## config.mk

```make
export PLATFORM = sky130hd
export DESIGN_NAME = regfile_scoreboard
export DESIGN_NICKNAME = d
export VERILOG_FILES = /design/src/rtl/cpu_pkg.sv /design/src/rtl/regfile_read_port.sv /design/src/rtl/regfile_scoreboard.sv
export SDC_FILE = /design/constraint.sdc
export NUM_CORES = 2
export LEC_CHECK = 0
export ABC_CLOCK_PERIOD_IN_PS = 3700
export CAP_MARGIN = 10
export CORE_MARGIN = 2
export CORE_UTILIZATION = 60
export CTS_CLUSTER_SIZE = 16
export DETAILED_ROUTE_END_ITERATION = 8
export PLACE_DENSITY = 0.86
export SLEW_MARGIN = 25
export SYNTH_ARGS = -nofsm -noshare
export SYNTH_HDL_FRONTEND = slang
export SYNTH_SLANG_ARGS = --single-unit
```

## constraint.sdc

```tcl
create_clock -name clk -period 3.7 [get_ports clk]
set_clock_uncertainty 0.1 [all_clocks]
set_input_delay 0.74 -clock clk [delete_from_list [all_inputs] [get_ports clk]]
set_output_delay 0.74 -clock clk [all_outputs]
set_load 0.01 [all_outputs]
```

## src/rtl/cpu_pkg.sv

```systemverilog
// Shared CPU definitions: default register-file geometry, the hardwired zero
// register address and the register address/data typedefs.
package cpu_pkg;

    localparam int DATA_W_DEF = 32;
    localparam int ADDR_W_DEF = 5;
    localparam int REG_ZERO   = 0;

    typedef logic [ADDR_W_DEF-1:0] reg_addr_t;
    typedef logic [DATA_W_DEF-1:0] reg_data_t;

    // True when addr names the hardwired zero register and that feature is on.
    function automatic logic is_hard_zero(input int zero_en, input int addr);
        return (zero_en != 0) && (addr == REG_ZERO);
    endfunction

endpackage

```

## src/rtl/regfile_read_port.sv

```systemverilog
// One combinational read port: writeback bypass, hardwired-zero override and
// busy reporting for a single address.
module regfile_read_port
    import cpu_pkg::*;
#(
    parameter int DATA_W   = DATA_W_DEF,
    parameter int ADDR_W   = ADDR_W_DEF,
    parameter int ZERO_REG = 1
) (
    input  logic [ADDR_W-1:0] rd_addr,
    input  logic [DATA_W-1:0] arr_data,
    input  logic              busy_bit,
    input  logic              wb_en,
    input  logic [ADDR_W-1:0] wb_addr,
    input  logic [DATA_W-1:0] wb_data,
    output logic [DATA_W-1:0] rd_data,
    output logic              rd_busy
);

    logic hit;
    logic zero;

    assign hit  = wb_en && (wb_addr == rd_addr);
    assign zero = is_hard_zero(ZERO_REG, int'(rd_addr));

    always_comb begin
        rd_data = hit ? wb_data : arr_data;
        rd_busy = busy_bit && !hit;
        // The zero register wins over a same-cycle bypass.
        if (zero) begin
            rd_data = '0;
            rd_busy = 1'b0;
        end
    end

endmodule

```

## src/rtl/regfile_scoreboard.sv

```systemverilog
// Multi-port register file with a per-register busy scoreboard: decode marks
// destinations busy at issue, writeback clears them, read ports expose hazards.
module regfile_scoreboard
    import cpu_pkg::*;
#(
    parameter int DATA_W   = DATA_W_DEF,
    parameter int ADDR_W   = ADDR_W_DEF,
    parameter int NRD      = 2,
    parameter int ZERO_REG = 1
) (
    input  logic                  clk,
    input  logic                  rst_n,
    input  logic [NRD*ADDR_W-1:0] rd_addr,
    output logic [NRD*DATA_W-1:0] rd_data,
    output logic [NRD-1:0]        rd_busy,
    input  logic                  iss_en,
    input  logic [ADDR_W-1:0]     iss_dst,
    output logic                  iss_ok,
    input  logic                  wb_en,
    input  logic [ADDR_W-1:0]     wb_addr,
    input  logic [DATA_W-1:0]     wb_data,
    output logic [ADDR_W:0]       pend_cnt,
    output logic                  err
);

    localparam int NREGS  = 1 << ADDR_W;
    localparam int MAXCNT = (ZERO_REG != 0) ? NREGS - 1 : NREGS;

    logic [DATA_W-1:0] regs_q [NREGS];
    logic [DATA_W-1:0] regs_d [NREGS];
    logic [NREGS-1:0]  busy_q, busy_d;
    logic [ADDR_W:0]   pend_cnt_q, pend_cnt_d;
    logic              err_q, err_d;

    logic wb_zero, iss_zero;
    logic wb_act, wb_clr, iss_act;

    assign wb_zero  = is_hard_zero(ZERO_REG, int'(wb_addr));
    assign iss_zero = is_hard_zero(ZERO_REG, int'(iss_dst));
    assign wb_act   = wb_en && !wb_zero;
    assign wb_clr   = wb_act && busy_q[wb_addr];

    // A writeback landing on the issuing destination this cycle retires the
    // older producer, so the new issue is not a WAW hazard.
    assign iss_ok   = !busy_q[iss_dst] || (wb_en && (wb_addr == iss_dst));
    assign iss_act  = iss_en && iss_ok && !iss_zero;

    always_comb begin
        regs_d     = regs_q;
        busy_d     = busy_q;
        err_d      = err_q;
        pend_cnt_d = pend_cnt_q;

        if (wb_act) begin
            regs_d[wb_addr] = wb_data;
            busy_d[wb_addr] = 1'b0;
            if (!busy_q[wb_addr]) begin
                err_d = 1'b1;
            end
        end

        // Applied after the writeback so a same-register issue leaves it busy.
        if (iss_act) begin
            busy_d[iss_dst] = 1'b1;
        end
        if (iss_en && !iss_ok) begin
            err_d = 1'b1;
        end

        case ({iss_act, wb_clr})
            2'b10: begin
                if (pend_cnt_q < (ADDR_W+1)'(MAXCNT)) begin
                    pend_cnt_d = pend_cnt_q + (ADDR_W+1)'(1);
                end
            end
            2'b01: begin
                if (pend_cnt_q != '0) begin
                    pend_cnt_d = pend_cnt_q - (ADDR_W+1)'(1);
                end
            end
            default: pend_cnt_d = pend_cnt_q;
        endcase
    end

    always_ff @(posedge clk or negedge rst_n) begin
        if (!rst_n) begin
            regs_q     <= '{default: '0};
            busy_q     <= '0;
            pend_cnt_q <= '0;
            err_q      <= 1'b0;
        end else begin
            regs_q     <= regs_d;
            busy_q     <= busy_d;
            pend_cnt_q <= pend_cnt_d;
            err_q      <= err_d;
        end
    end

    assign pend_cnt = pend_cnt_q;
    assign err      = err_q;

    for (genvar k = 0; k < NRD; k++) begin : g_rd
        logic [ADDR_W-1:0] addr_k;
        assign addr_k = rd_addr[k*ADDR_W +: ADDR_W];

        regfile_read_port #(
            .DATA_W   (DATA_W),
            .ADDR_W   (ADDR_W),
            .ZERO_REG (ZERO_REG)
        ) u_rd_port (
            .rd_addr  (addr_k),
            .arr_data (regs_q[addr_k]),
            .busy_bit (busy_q[addr_k]),
            .wb_en    (wb_en),
            .wb_addr  (wb_addr),
            .wb_data  (wb_data),
            .rd_data  (rd_data[k*DATA_W +: DATA_W]),
            .rd_busy  (rd_busy[k])
        );
    end

endmodule
```

==> flow_summary.json <==
{
  "die_area_sq_mm": 0.09928,
  "synth_cell_types": 56,
  "synth_top_family_by_area": "multiplexers",
  "hold_viol_final": 0,
  "syn_avg_cell_area_sq_um": 14.74,
  "power.switching_mw": 12.66,
  "slew_headroom_pct": 4.314,
  "portBuffers": 129,
  "pwr-share-seq_pct": 42.7,
  "clock_tree.root_cell": "clkbuf_16",
  "cap_violations": 0,
  "filler_cell_count": 4628,
  "hold_path.class": "flop to flop",
  "gp_congestion": 0.9372,
  "cp.required_ns": 2.86,
  "crit_type": "input pin to output port",
  "drive_above_1_share_pct": 60.33,
  "core_sq_mm": 0.09628,
  "grt_first_pass_wirelength_um": 318200,
  "drtIter0Drc": 9788,
  "crit_path_end_kind": "output port",
  "synth_edf_count": 0,
  "yosys.area.top_type_share_pct": 45.81,
  "clkPwrFrac_pct": 31.5,
  "synth_xor_area_share_pct": 0.2715,
  "num_vias": 49400,
  "netlist_top_cells_area": "dfrtp_1 (46%), mux4_2 (20%), mux2_2 (19%)",
  "ys_seq_elements": 1063,
  "combinationalPowerShare_pct": 25.8,
  "initial_core_util_pct": 60.31,
  "cp.arrival_ns": 3.89,
  "gr-usage-all-layers_pct": 44.08,
  "ys_async_sr_fraction_pct": 100.0,
  "cts_buffers": 108,
  "synth_compound_area_share_pct": 4.433,
  "ctsHtreeMaxLevel": 3,
  "slew_violations": 0,
  "synthCells": 3939,
  "synth_top_area_cell": "dfrtp_1",
  "cts.sinks": 1063,
  "cts_tree": "yes",
  "clockBufferDepth": 3,
  "wl_per_cell_um": 45.12,
  "area_growth_pct": 23.78,
  "layout.nets": 4432,
  "synth_common_cells": "dfrtp_1 (1063), mux2_2 (995), mux4_2 (526)",
  "syn_area_sq_mm": 0.05806,
  "worst_pin_slew_ns": 1.429,
  "die-width_um": 315.1,
  "ir_worst_vdd_mv": 0.4401,
  "drc": 199,
  "synthMuxAreaShare_pct": 43.69,
  "syn-num-nets": 3996,
  "power_mw": 38.61,
  "overflow": 0,
  "status": "complete, but fails checks",
  "hpwl_um": 115100,
  "synth_fa_ha_area_share_pct": 0.02155,
  "vias_per_cell": 8.591,
  "finalSetupViolCount": 60,
  "leakage_nw": 31.36,
  "cp_max_fo": 8,
  "p_sw_share_pct": 32.78,
  "path_clk_slew_ns": 0.06,
  "post-route-period-util_pct": 127.9,
  "fin_ws_ns": -1.033,
  "grt_max_degree": 116,
  "yosys_warnings": 0,
  "min_period_ns": 4.733,
  "dp_slack_ns": -0.9501,
  "yosysMostFrequentCell": "dfrtp_1",
  "yosysSeqAreaShare_pct": 45.81,
  "rsz0062_at_grt": "true",
  "clock_latency_ns": 0.74,
  "yosys.area_share.simple_pct": 2.284,
  "p_int_mw": 25.95,
  "ios": 130,
  "dieHeight_um": 315.1,
  "num_rows": 114,
  "violations": "DRC, setup timing",
  "power_density_mw_per_mm2": 537.3,
  "synth_ff_type": "dfrtp_1",
  "ant_nets": 0,
  "start_kind": "input pin",
  "drt_pass1_iterations": 9,
  "antenna_found_initial": 21,
  "fmax_ghz": 0.2113,
  "wirelength_um": 259400,
  "grt_pass1_vias": 47220
}
kinds of logic after synthesis:
family,Yosys count
AOI/OAI and AO/OA,358
adders and majority gates,1
and+or+nand+nor,280
buffers and inverters,467
DFF,1063
xor gates and xnor gates,18
muxes,1752
power groups by stage:
stage | combinational (mW) | sequential (mW) | clock (mW)
2_1_floorplan | 5.68 | 15.1 | 0
3_3_place_gp | 7.70 | 15.5 | 0
3_5_place_dp | 8.01 | 15.8 | 0
4_1_cts | 8.54 | 15.7 | 11.7
5_1_grt | 10.1 | 16.4 | 12.4
6_report | 9.95 | 16.5 | 12.2
registers in the layout, summed over array words and instances (netlist names):
signal,cells
regs_q,1024
err,1
busy_q,32
pend_cnt,6
metal layers:
metal	track usage (%)	up-vias	share of wire, %	routed length (um)
met4	34.34	57	13	33140
met2	62.67	6537	39	102200
met5	0.9188	-	0.39	1004
li1	-	16210	-	-
met3	19.93	2930	19	50330
met1	52.16	23660	28	72720
area by class of cell:
type	count	area (sq um)	area share, %
Timing Repair Buffer	780	8772	12.21
Clock inverter	59	753.2	1.048
Antenna cell	7	17.52	0.02437
Sequential cell	1063	26600	37.01
Clock buffer	143	3027	4.211
Multi-Input combinational cell	2410	31050	43.20
Tap cell	1276	1597	2.221
Inverter	12	55.05	0.07660
worst max-delay path: stages:
cell and delay [ns]:
buf_16 0.15, buf_12 0.16, buf_16 0.13, buf_8 0.13, buf_4 0.14, mux2i_1 0.14
a221oi_2 0.36, nor2_1 0.10, o211ai_1 0.76, o211ai_1 0.33, buf_4 0.26, a21oi_4 0.31
buf_6 0.16
per-stage QoR:
stage	TNS, ns	hold slack [ns]	utilization (%)	std cells	area, sq um
floorplan	0	0.3413	-	3939	58060
global placement	-36.72	0.2766	66.87	5375	64380
detailed placement	-46.48	0.2820	66.87	5375	64380
CTS	-2.001	0.2980	73.45	5687	70720
global route	-16.02	0.3100	74.64	5746	71860
finish	-16.66	0.2980	74.65	5750	71870
final timing paths:
path	from	to	slack, ns	depth (start not counted)
setup / recovery	rd_addr[0]	rd_data[2]	-1.03	13
hold / removal	regs_q[995]	regs_q[995]	0.30	0
setup reg to reg	busy_q[22]	pend_cnt[4]	0.85	12
hold reg to reg	regs_q[995]	regs_q[995]	0.30	0
max in group asynchronous	rst_n	regs_q[927]	1.77	4
min in group asynchronous	rst_n	regs_q[565]	0.47	2
cells in the final DEF (no fill, tap or decap), types with 10 or more instances in the layout:
cell type,instances
buf_16,29
nand2_1,55
nor2_1,82
mux2i_1,193
a22oi_2,14
a22oi_1,27
nor2_4,15
buf_8,23
clkbuf_2,15
mux2i_2,24
clkbuf_1,18
o211ai_1,59
clkbuf_16,111
dfrtp_1,1063
a211oi_1,17
nand3_1,10
clkdlybuf4s50_1,46
a21oi_1,24
a221oi_1,10
clkinv_2,27
nor3_1,11
buf_4,402
clkbuf_8,15
mux2i_4,12
buf_6,66
nand2_4,10
o21ai_1,14
o21ai_0,29
mux4_2,526
a211oi_2,40
a21oi_2,18
buf_2,40
buf_12,148
mux2_2,995
bufinv_16,15
o22ai_1,13
xor2_1,10
and2_1,21
a211oi_4,10
a221oi_2,62
repair_timing:
| item | CTS | global route |
|---|---|---|
| hold buffers | 1 | 0 |
| setup buffers | 93 | 80 |
| endpoints found under the setup margin | 67 | 64 |
| gates resized for setup | 484 | 255 |
| pin swaps | 89 | 127 |
| gates cloned | 22 | 1 |
| hold endpoints to repair | 40 | 0 |
Power figures use the tool's default switching activity.
